<file path="src/rtl/painterengine_gpu_reader.sv">
`timescale 1ns/1ps
// painterengine_gpu_reader
// AXI4 burst read master that feeds the display streaming FSM with 32-bit
// pixel words. A session runs while enable is high. It fetches `length` words
// from `address` and issues INCR bursts of at most MAX_BURST beats. No burst
// crosses a BOUNDARY-byte line. R data passes straight through to the consumer
// under its data_next backpressure.
// Ports:
//   i_wire_clock / i_wire_resetn          clock, async active-low reset
//   i_wire_enable, i_wire_address/length  session control (sampled at start)
//   o_wire_done / o_wire_error            registered session status
//   o_wire_data/_data_valid, i_wire_data_next   consumer stream
//   o_wire_araddr/_arlen/_arvalid, i_wire_arready   AXI AR channel
//   i_wire_rdata/_rresp/_rlast/_rvalid, o_wire_rready AXI R channel
module painterengine_gpu_reader #(
  parameter int unsigned MAX_BURST = 16,
  parameter int unsigned BOUNDARY  = 4096
) (
  input  logic        i_wire_clock,
  input  logic        i_wire_resetn,
  input  logic        i_wire_enable,
  input  logic [31:0] i_wire_address,
  input  logic [31:0] i_wire_length,
  output logic        o_wire_done,
  output logic        o_wire_error,
  output logic [31:0] o_wire_data,
  output logic        o_wire_data_valid,
  input  logic        i_wire_data_next,
  output logic [31:0] o_wire_araddr,
  output logic [7:0]  o_wire_arlen,
  output logic        o_wire_arvalid,
  input  logic        i_wire_arready,
  input  logic [31:0] i_wire_rdata,
  input  logic [1:0]  i_wire_rresp,
  input  logic        i_wire_rlast,
  input  logic        i_wire_rvalid,
  output logic        o_wire_rready
);

  typedef enum logic [2:0] {
    S_IDLE, S_CALC, S_ADDR, S_DATA, S_DONE, S_ERROR, S_DRAIN
  } state_t;

  localparam logic [31:0] BND_BYTES = 32'(BOUNDARY);
  localparam logic [31:0] BND_MASK  = 32'(BOUNDARY - 1);

  state_t      state, state_nx;
  logic [31:0] cur_addr;
  logic [31:0] remaining;
  logic [8:0]  beat_cnt;
  logic        err_flag;
  logic        abort;
  logic [31:0] words_to_bnd;
  logic [8:0]  beats;
  logic        accept;
  logic        beat_bad;

  // Burst size: min of the words left, MAX_BURST and the words up to the boundary.
  always_comb begin
    words_to_bnd = (BND_BYTES - (cur_addr & BND_MASK)) >> 2;
    beats = 9'(MAX_BURST);
    if (remaining < 32'(beats))    beats = remaining[8:0];
    if (words_to_bnd < 32'(beats)) beats = words_to_bnd[8:0];
  end

  // A beat is bad if the slave reports an error or rlast disagrees with the count.
  assign beat_bad    = (i_wire_rresp != 2'b00) || (i_wire_rlast != (beat_cnt == 9'd1));
  assign o_wire_data = i_wire_rdata;
  assign accept      = i_wire_rvalid && o_wire_rready;

  always_comb begin
    state_nx          = state;
    o_wire_arvalid    = 1'b0;
    o_wire_rready     = 1'b0;
    o_wire_data_valid = 1'b0;
    case (state)
      S_IDLE: begin
        if (i_wire_enable) begin
          if (i_wire_length == '0)            state_nx = S_DONE;
          else if (i_wire_address[1:0] != '0) state_nx = S_ERROR;
          else                                state_nx = S_CALC;
        end
      end
      S_CALC: state_nx = i_wire_enable ? S_ADDR : S_IDLE;
      S_ADDR: begin
        o_wire_arvalid = 1'b1;
        if (i_wire_arready) state_nx = (abort || !i_wire_enable) ? S_DRAIN : S_DATA;
      end
      S_DATA: begin
        if (!i_wire_enable) begin
          // Abort: sink this cycle's beat ourselves so a final rlast is not missed.
          o_wire_rready = 1'b1;
          state_nx = (i_wire_rvalid && i_wire_rlast) ? S_IDLE : S_DRAIN;
        end else begin
          o_wire_rready     = i_wire_data_next;
          o_wire_data_valid = i_wire_rvalid && i_wire_data_next && (i_wire_rresp == 2'b00);
          if (accept) begin
            if (beat_bad)          state_nx = i_wire_rlast ? S_ERROR : S_DRAIN;
            else if (i_wire_rlast) state_nx = (remaining == 32'd1) ? S_DONE : S_CALC;
          end
        end
      end
      S_DONE, S_ERROR: if (!i_wire_enable) state_nx = S_IDLE;
      S_DRAIN: begin
        o_wire_rready = 1'b1;
        if (i_wire_rvalid && i_wire_rlast) state_nx = err_flag ? S_ERROR : S_IDLE;
      end
      default: state_nx = S_IDLE;
    endcase
  end

  always_ff @(posedge i_wire_clock or negedge i_wire_resetn) begin
    if (!i_wire_resetn) begin
      state         <= S_IDLE;
      cur_addr      <= '0;
      remaining     <= '0;
      beat_cnt      <= '0;
      err_flag      <= 1'b0;
      abort         <= 1'b0;
      o_wire_araddr <= '0;
      o_wire_arlen  <= '0;
      o_wire_done   <= 1'b0;
      o_wire_error  <= 1'b0;
    end else begin
      state        <= state_nx;
      o_wire_done  <= (state_nx == S_DONE);
      o_wire_error <= (state_nx == S_ERROR);
      case (state)
        S_IDLE: begin
          err_flag <= 1'b0;
          abort    <= 1'b0;
          if (i_wire_enable) begin
            cur_addr  <= i_wire_address;
            remaining <= i_wire_length;
          end
        end
        S_CALC: begin
          o_wire_araddr <= cur_addr;
          o_wire_arlen  <= 8'(beats - 9'd1);
          beat_cnt      <= beats;
          abort         <= 1'b0;
        end
        S_ADDR: if (!i_wire_enable) abort <= 1'b1;
        S_DATA: begin
          if (accept) begin
            beat_cnt  <= beat_cnt - 9'd1;
            remaining <= remaining - 32'd1;
            cur_addr  <= cur_addr + 32'd4;
          end
          if (i_wire_enable && state_nx == S_DRAIN) err_flag <= 1'b1;
        end
        default: ;
      endcase
    end
  end

endmodule

</file>
<file path="config.mk">
export PLATFORM = sky130hd
export DESIGN_NAME = painterengine_gpu_reader
export DESIGN_NICKNAME = d
export VERILOG_FILES = /design/src/rtl/painterengine_gpu_reader.sv
export SDC_FILE = /design/constraint.sdc
export NUM_CORES = 1
export LEC_CHECK = 0
export ABC_AREA = 1
export ABC_CLOCK_PERIOD_IN_PS = 3800
export CORE_ASPECT_RATIO = 0.8
export CORE_UTILIZATION = 30
export CTS_BUF_LIST = sky130_fd_sc_hd__clkbuf_2
export CTS_CLUSTER_DIAMETER = 200
export DETAILED_ROUTE_END_ITERATION = 6
export GPL_TIMING_DRIVEN = 0
export PLACE_DENSITY_LB_ADDON = 0.05
export SLEW_MARGIN = 0
export SYNTH_ARGS = -nofsm -noshare
export SYNTH_HDL_FRONTEND = slang
export SYNTH_SLANG_ARGS = --single-unit
export TNS_END_PERCENT = 20
</file>
<file path="constraint.sdc">
create_clock -name i_wire_clock -period 3.8 [get_ports i_wire_clock]
set_input_delay 0.76 -clock i_wire_clock [delete_from_list [all_inputs] [get_ports i_wire_clock]]
set_output_delay 0.76 -clock i_wire_clock [all_outputs]
set_load 0.03 [all_outputs]
</file>
Word level (Yosys, flattened, before mapping)
Cells that the tools add are included.

Logic and storage cells: 91. Output and inout bits: 77. Input port bits: 105. Flip-flop bits (word level): 120.

Eq/ne operators: 16. Muxes and demuxes: 36. $lt $le $gt $ge: 2. Add/sub/neg operators: 5. Reduce and logical (&&, ||, !) cells: 22.

Operators with widths (number): 32-bit 2-to-1 mux (4); 32-bit one-hot mux with 2 select lines (2); 3-bit 2-to-1 mux (14); 32-bit by 3-bit adder with 32-bit output (second input constant) (1); 32-bit by 1-bit equality test with 1-bit output (second input constant) (1); 32-bit logical NOT (1); 32-bit by 5-bit < comparator with 1-bit output (second input constant) (1); 32-bit by 1-bit subtractor with 32-bit output (second input constant) (1); 30-bit by 9-bit < comparator with 1-bit output (1); 9-bit 2-to-1 mux (3); 3-bit equality test (second input constant) (6); 3-bit one-hot mux with 6 select lines (1); 9-bit one-hot mux with 2 select lines (1); 13-bit by 12-bit subtractor with 14-bit output (first input constant) (1); 2-bit nonzero test (5); 9-bit by 1-bit equality test with 1-bit output (second input constant) (1); 9-bit by 1-bit subtractor with 9-bit output (second input constant) (1); 2-bit inequality test (second input constant) (4); 8-bit by 1-bit subtractor with 8-bit output (second input constant) (1); 3-bit by 2-bit equality test with 1-bit output (second input constant) (2); 1-bit 2-to-1 mux (6); 1-bit one-hot mux with 2 select lines (3); 2-bit AND reduction (3); 1-bit logical AND (5); 9 further kinds (12).

Depth between registers and ports, before layout
Depth after elaboration: 11. Depth in mapped cells: 23. Gate-level depth less buffers: 23.

Worst setup path after synthesis
OpenSTA, ideal clock, no wires.

Kind: reg2reg. Start: register cur_addr[2]. End: register o_wire_arlen[6]. Period minus slack after synthesis: 2.841 ns. Buffers on the path: 0. Setup slack: 0.959 ns. Required time: 3.678 ns. Library setup time: 0.122 ns. Cell stages (with the launch flop): 21. Data arrival time: 2.719 ns. Path through: dfrtp_1 inv_1 ha_1 nand4_1 nor2_1 a21oi_1 nor2_1 ha_1 inv_1 nor2_1 nor2_1 nand2_1 nor2_8 nand3_1 nand2_2 ha_1 inv_1 nor2_1 nand3_1 nand2_1 a21boi_1.

Cells in the longest elaborated chain, start to end: 4.

Ends and longest elaborated chain: start, declared (RTL line 48) `logic [31:0] cur_addr;`; start signal, assigned (RTL line 133) `cur_addr <= i_wire_address;`; start signal, assigned (RTL line 148) `cur_addr <= cur_addr + 32'd4;`; 13-bit by 12-bit subtractor with 14-bit output * (RTL line 60) `words_to_bnd = (BND_BYTES - (cur_addr & BND_MASK)) >> 2;`; 30-bit by 9-bit < comparator with 1-bit output (RTL line 63) `if (words_to_bnd < 32'(beats)) beats = words_to_bnd[8:0];`; 9-bit 2-to-1 mux * (RTL line 63); 8-bit by 1-bit subtractor with 8-bit output * (RTL line 139) `o_wire_arlen <= 8'(beats - 9'd1);`; end signal, assigned (RTL line 139); end, declared (RTL line 30) `output logic [7:0] o_wire_arlen,`.

Every way passes the cells marked *; elsewhere a longest branch is shown, timed or not. A chain may end at the register's enable or synchronous reset.

Worst setup path after layout
Start: register cur_addr[5]. End: register o_wire_arlen[4].

Same word-level chain as after synthesis.

==> results.md <==
* Fmax at roughly 300 MHz
* Setup TNS at 0 ns
* Sequential share of power at 0.328
* Max clock buf depth at 2
* Cell depth of the worst setup path at 19
* Die X at about 180 µm
* Sink Count at 120
* Max cap viols at 0
* Class of the worst hold path: input pin to asynchronous set/reset pin
* First-pass detailed-route iteration total at 7
* Routed Wire Length at 25700 µm
* Crit-path max cell delay at 0.46 ns
* Area share of and/or/nand/nor cells after synthesis at 0.276
* Setup repair after global routing missed its margin: no
* Worst EP arrival at 4.03 ns
* CP Data Required Time at roughly 4.5 ns
* Die H at 146 µm
* Largest family of logic cells by synthesized area: simple AND/OR/NAND/NOR gates
* Top cell by count, worst path: inv_1
* Worst reg-to-reg setup slack at between 0.4 and 0.5 ns
* Syn avg cell area at ~7.5 µm²
* Sequential fraction of the synthesis area at 0.386
* Post-synth EDFFs at 0
* Clock Skew at approximately 0.038 ns
* Post-Synthesis Cells at between 1000 and 1500
* Synth Register Bits at 120
* Synth top area cells: dfrtp_1 39%, nand2_1 9.2%, o21ai_0 8.7%, nor2_1 5.8%, inv_1 5.1%
* Power density over the cells at approximately 730 mW/mm²
* Synth Area in Adders at 0.0225
* DP Wirelength at 19700 µm
* YS warnings at 0
* Sw Pwr at 3.62 mW
* First-pass GRT wire length at approximately 40000 µm
* Synth Area in XOR/XNOR at 0.0496
* Worst rel slew slack at 0.402
* DRT iter0 DRCs at 510
* Area Growth Syn to Fin at 28.4%
* Grt ovf at 0
* Clock share of power at 0.130
* Placed Cells at about 1500
* Combinational share of power at 0.542
* Compound-Gate Fraction of Synth Area at 0.162
* Worst path cell trace: inv_1, nand4_1, nor3_2, inv_1, o21ai_1, inv_1, ha_1, a21oi_1, nor2_1, nor2_1, nand2_1, nor2_8, nand3_1, nand2_2, ha_1, inv_1, nor2_1, a21oi_1, a2bb2oi_1
* Worst-path clk slew at about 0.21 ns
* GPL Wtd Cong at between 0.8 and 0.9
* Worst r2r dst: o_wire_arlen[4]
* CTS Root Cell: clkbuf_2
* Most frequent cells in the layout: 191 x nand2_1, 147 x clkdlybuf4s50_1, 134 x o21ai_0
* TritonCTS clock tree: done
* Startpoint types: flop
* # port buffers at between 100 and 150
* Initial antenna violation count at 2
* Core Area at ~0.025 mm²
* DR vias at around 7400
* Reg2reg start: cur_addr[5]
* Largest net degree at the start of global routing at 83
* Clk Latency, worst-skew pair at 0.73 ns
* Rows at 52
* CP max-delay cell: dfrtp_1
* Total Power at between 7 and 8 mW
* Cell variety after synth at 53
* Die area at 0.0266 mm²
* Most common cell after layout, fill and taps aside: nand2_1
* Top delay family on crit path: simple AND/OR/NAND/NOR gates
* Fillers at roughly 2700
* Vias in the first global route at between 7000 and 8000
* Fin crit period at around 3.4 ns
* Slew Limit Fails at 0
* Post-route ant nets at 0
* Critical path class: flop to flop
* Switching share of total power at 0.495
* Nets@finish at between 1000 and 1500
* Fraction of layout cells with a size suffix above 1 at 0.108
* Starting Density at 0.306
* Synthesized area at around 0.0078 mm²
* Total GRT Usage at 0.197
* WL per Instance at about 17 µm
* Detailed-route DRC error count at 0
* Via-per-instance ratio at roughly 4.8
* Status: finished, final reports clean
* Count of final hold-check violations at 0
* Yosys top cell by area: dfrtp_1
* Asr flop ratio synth at 1.00
* Mux share of post-synthesis cell area at 0
* Fin crit share at 0.888
* Number of top-level pins at between 150 and 200
* Peak VDD IR at approximately 200 µV
* Lkg Pwr at around 4.5 nW
* WP buf/inv at 4
* Crit-path max FO at 9
* Layout Cells excl Fill at ~1500
* Internal power at roughly 3.7 mW
* Critical path endpoint category: flop
* Yosys top cell area share at 0.386
* Worst Tran Pin Value at ~0.9 ns
* Final Setup Violations at 0
* CTS buffer count at 17
* Deepest level of the CTS H-tree at 4
* Reg2reg path depth at 19
* Most common flop cell mapped by yosys: dfrtp_1
## through the flow
stage	hold WS (ns)	util	instance area, µm²	worst slack (ns)
after floorplan	0.447	-	7780	0.959
after detailed placement	0.471	0.383	9710	0.307
after CTS	0.459	0.393	9970	0.108
final	0.466	0.393	9980	0.424
after global placement	0.459	0.382	9680	-3.41
after global routing	0.429	0.393	9980	0.00216
## worst max-delay path by stage
stage                              from           endpoint
after floorplan             cur_addr[2]    o_wire_arlen[6]
after global placement    i_wire_resetn        o_wire_done
after detailed placement    cur_addr[2]    o_wire_arlen[6]
after CTS                      state[2]  o_wire_data_valid
after global routing      remaining[29]    o_wire_arlen[4]
final                       cur_addr[5]    o_wire_arlen[4]
## cells in the mapped netlist (all sizes together), types with 6 or more instances
cell type,n
nand2,207
ha,14
a21oi,20
nor2,144
nor3,17
a31oi,6
nand4,16
o22ai,28
xor2,40
clkbuf,31
nand3,49
nor4,13
inv,111
buf,39
dfrtp,120
o211ai,8
o21ai,142
## registers in the layout, indices dropped and copies added, names as in the netlist, 3 cells and up
name,count
o_wire_arlen,8
cur_addr,32
o_wire_araddr,32
beat_cnt,9
state,3
remaining,32
## layout make-up
type / instances / area [µm²] / share of cell area
multi-input cells: 739 / 3980 / 0.399
well taps: 324 / 405 / 0.0406
clock inverters: 11 / 156 / 0.0157
flip-flops and latches: 120 / 3000 / 0.301
clock buffers: 19 / 95.1 / 0.00953
inverters: 111 / 417 / 0.0418
diodes: 1 / 2.50 / 0.000251
plain buffers: 70 / 387 / 0.0387
repair buffers: 151 / 1530 / 0.154
## timing repair
item | in CTS | in global routing
hold buffers | 1 | 0
endpoints found under the setup margin | 1 | 4
buffers inserted | 0 | 0
gates resized for setup | 1 | 4
hold endpoints to repair | 38 | 0
## metal layers
layer,GRT usage,vias up,share of wire
met1,0.298,3460,0.53
met2,0.287,192,0.41
met4,0.0441,0,0.012
met5,0,-,0
met3,0.0390,18,0.044
li1,-,3751,-
## power by group through the flow
stage | Sequential, mW | Combinational [mW] | Clock (mW)
global route | 2.49 | 4.44 | 1.03
global placement | 2.43 | 3.94 | 0
detailed placement | 2.43 | 3.97 | 0
CTS | 2.40 | 3.98 | 0.975
floorplan | 2.67 | 2.33 | 0
finish | 2.40 | 3.97 | 0.954
## cells by family (layout without fill, tap and decap cells)
group | after synthesis | count (layout)
flops | 120 | 120
simple gates | 453 | 453
other cells | 1 | 5
xor+xnor | 44 | 44
fa+ha+maj | 14 | 14
compound gates | 224 | 224
buf+inv | 181 | 362
(Power assumes the default switching activity.)
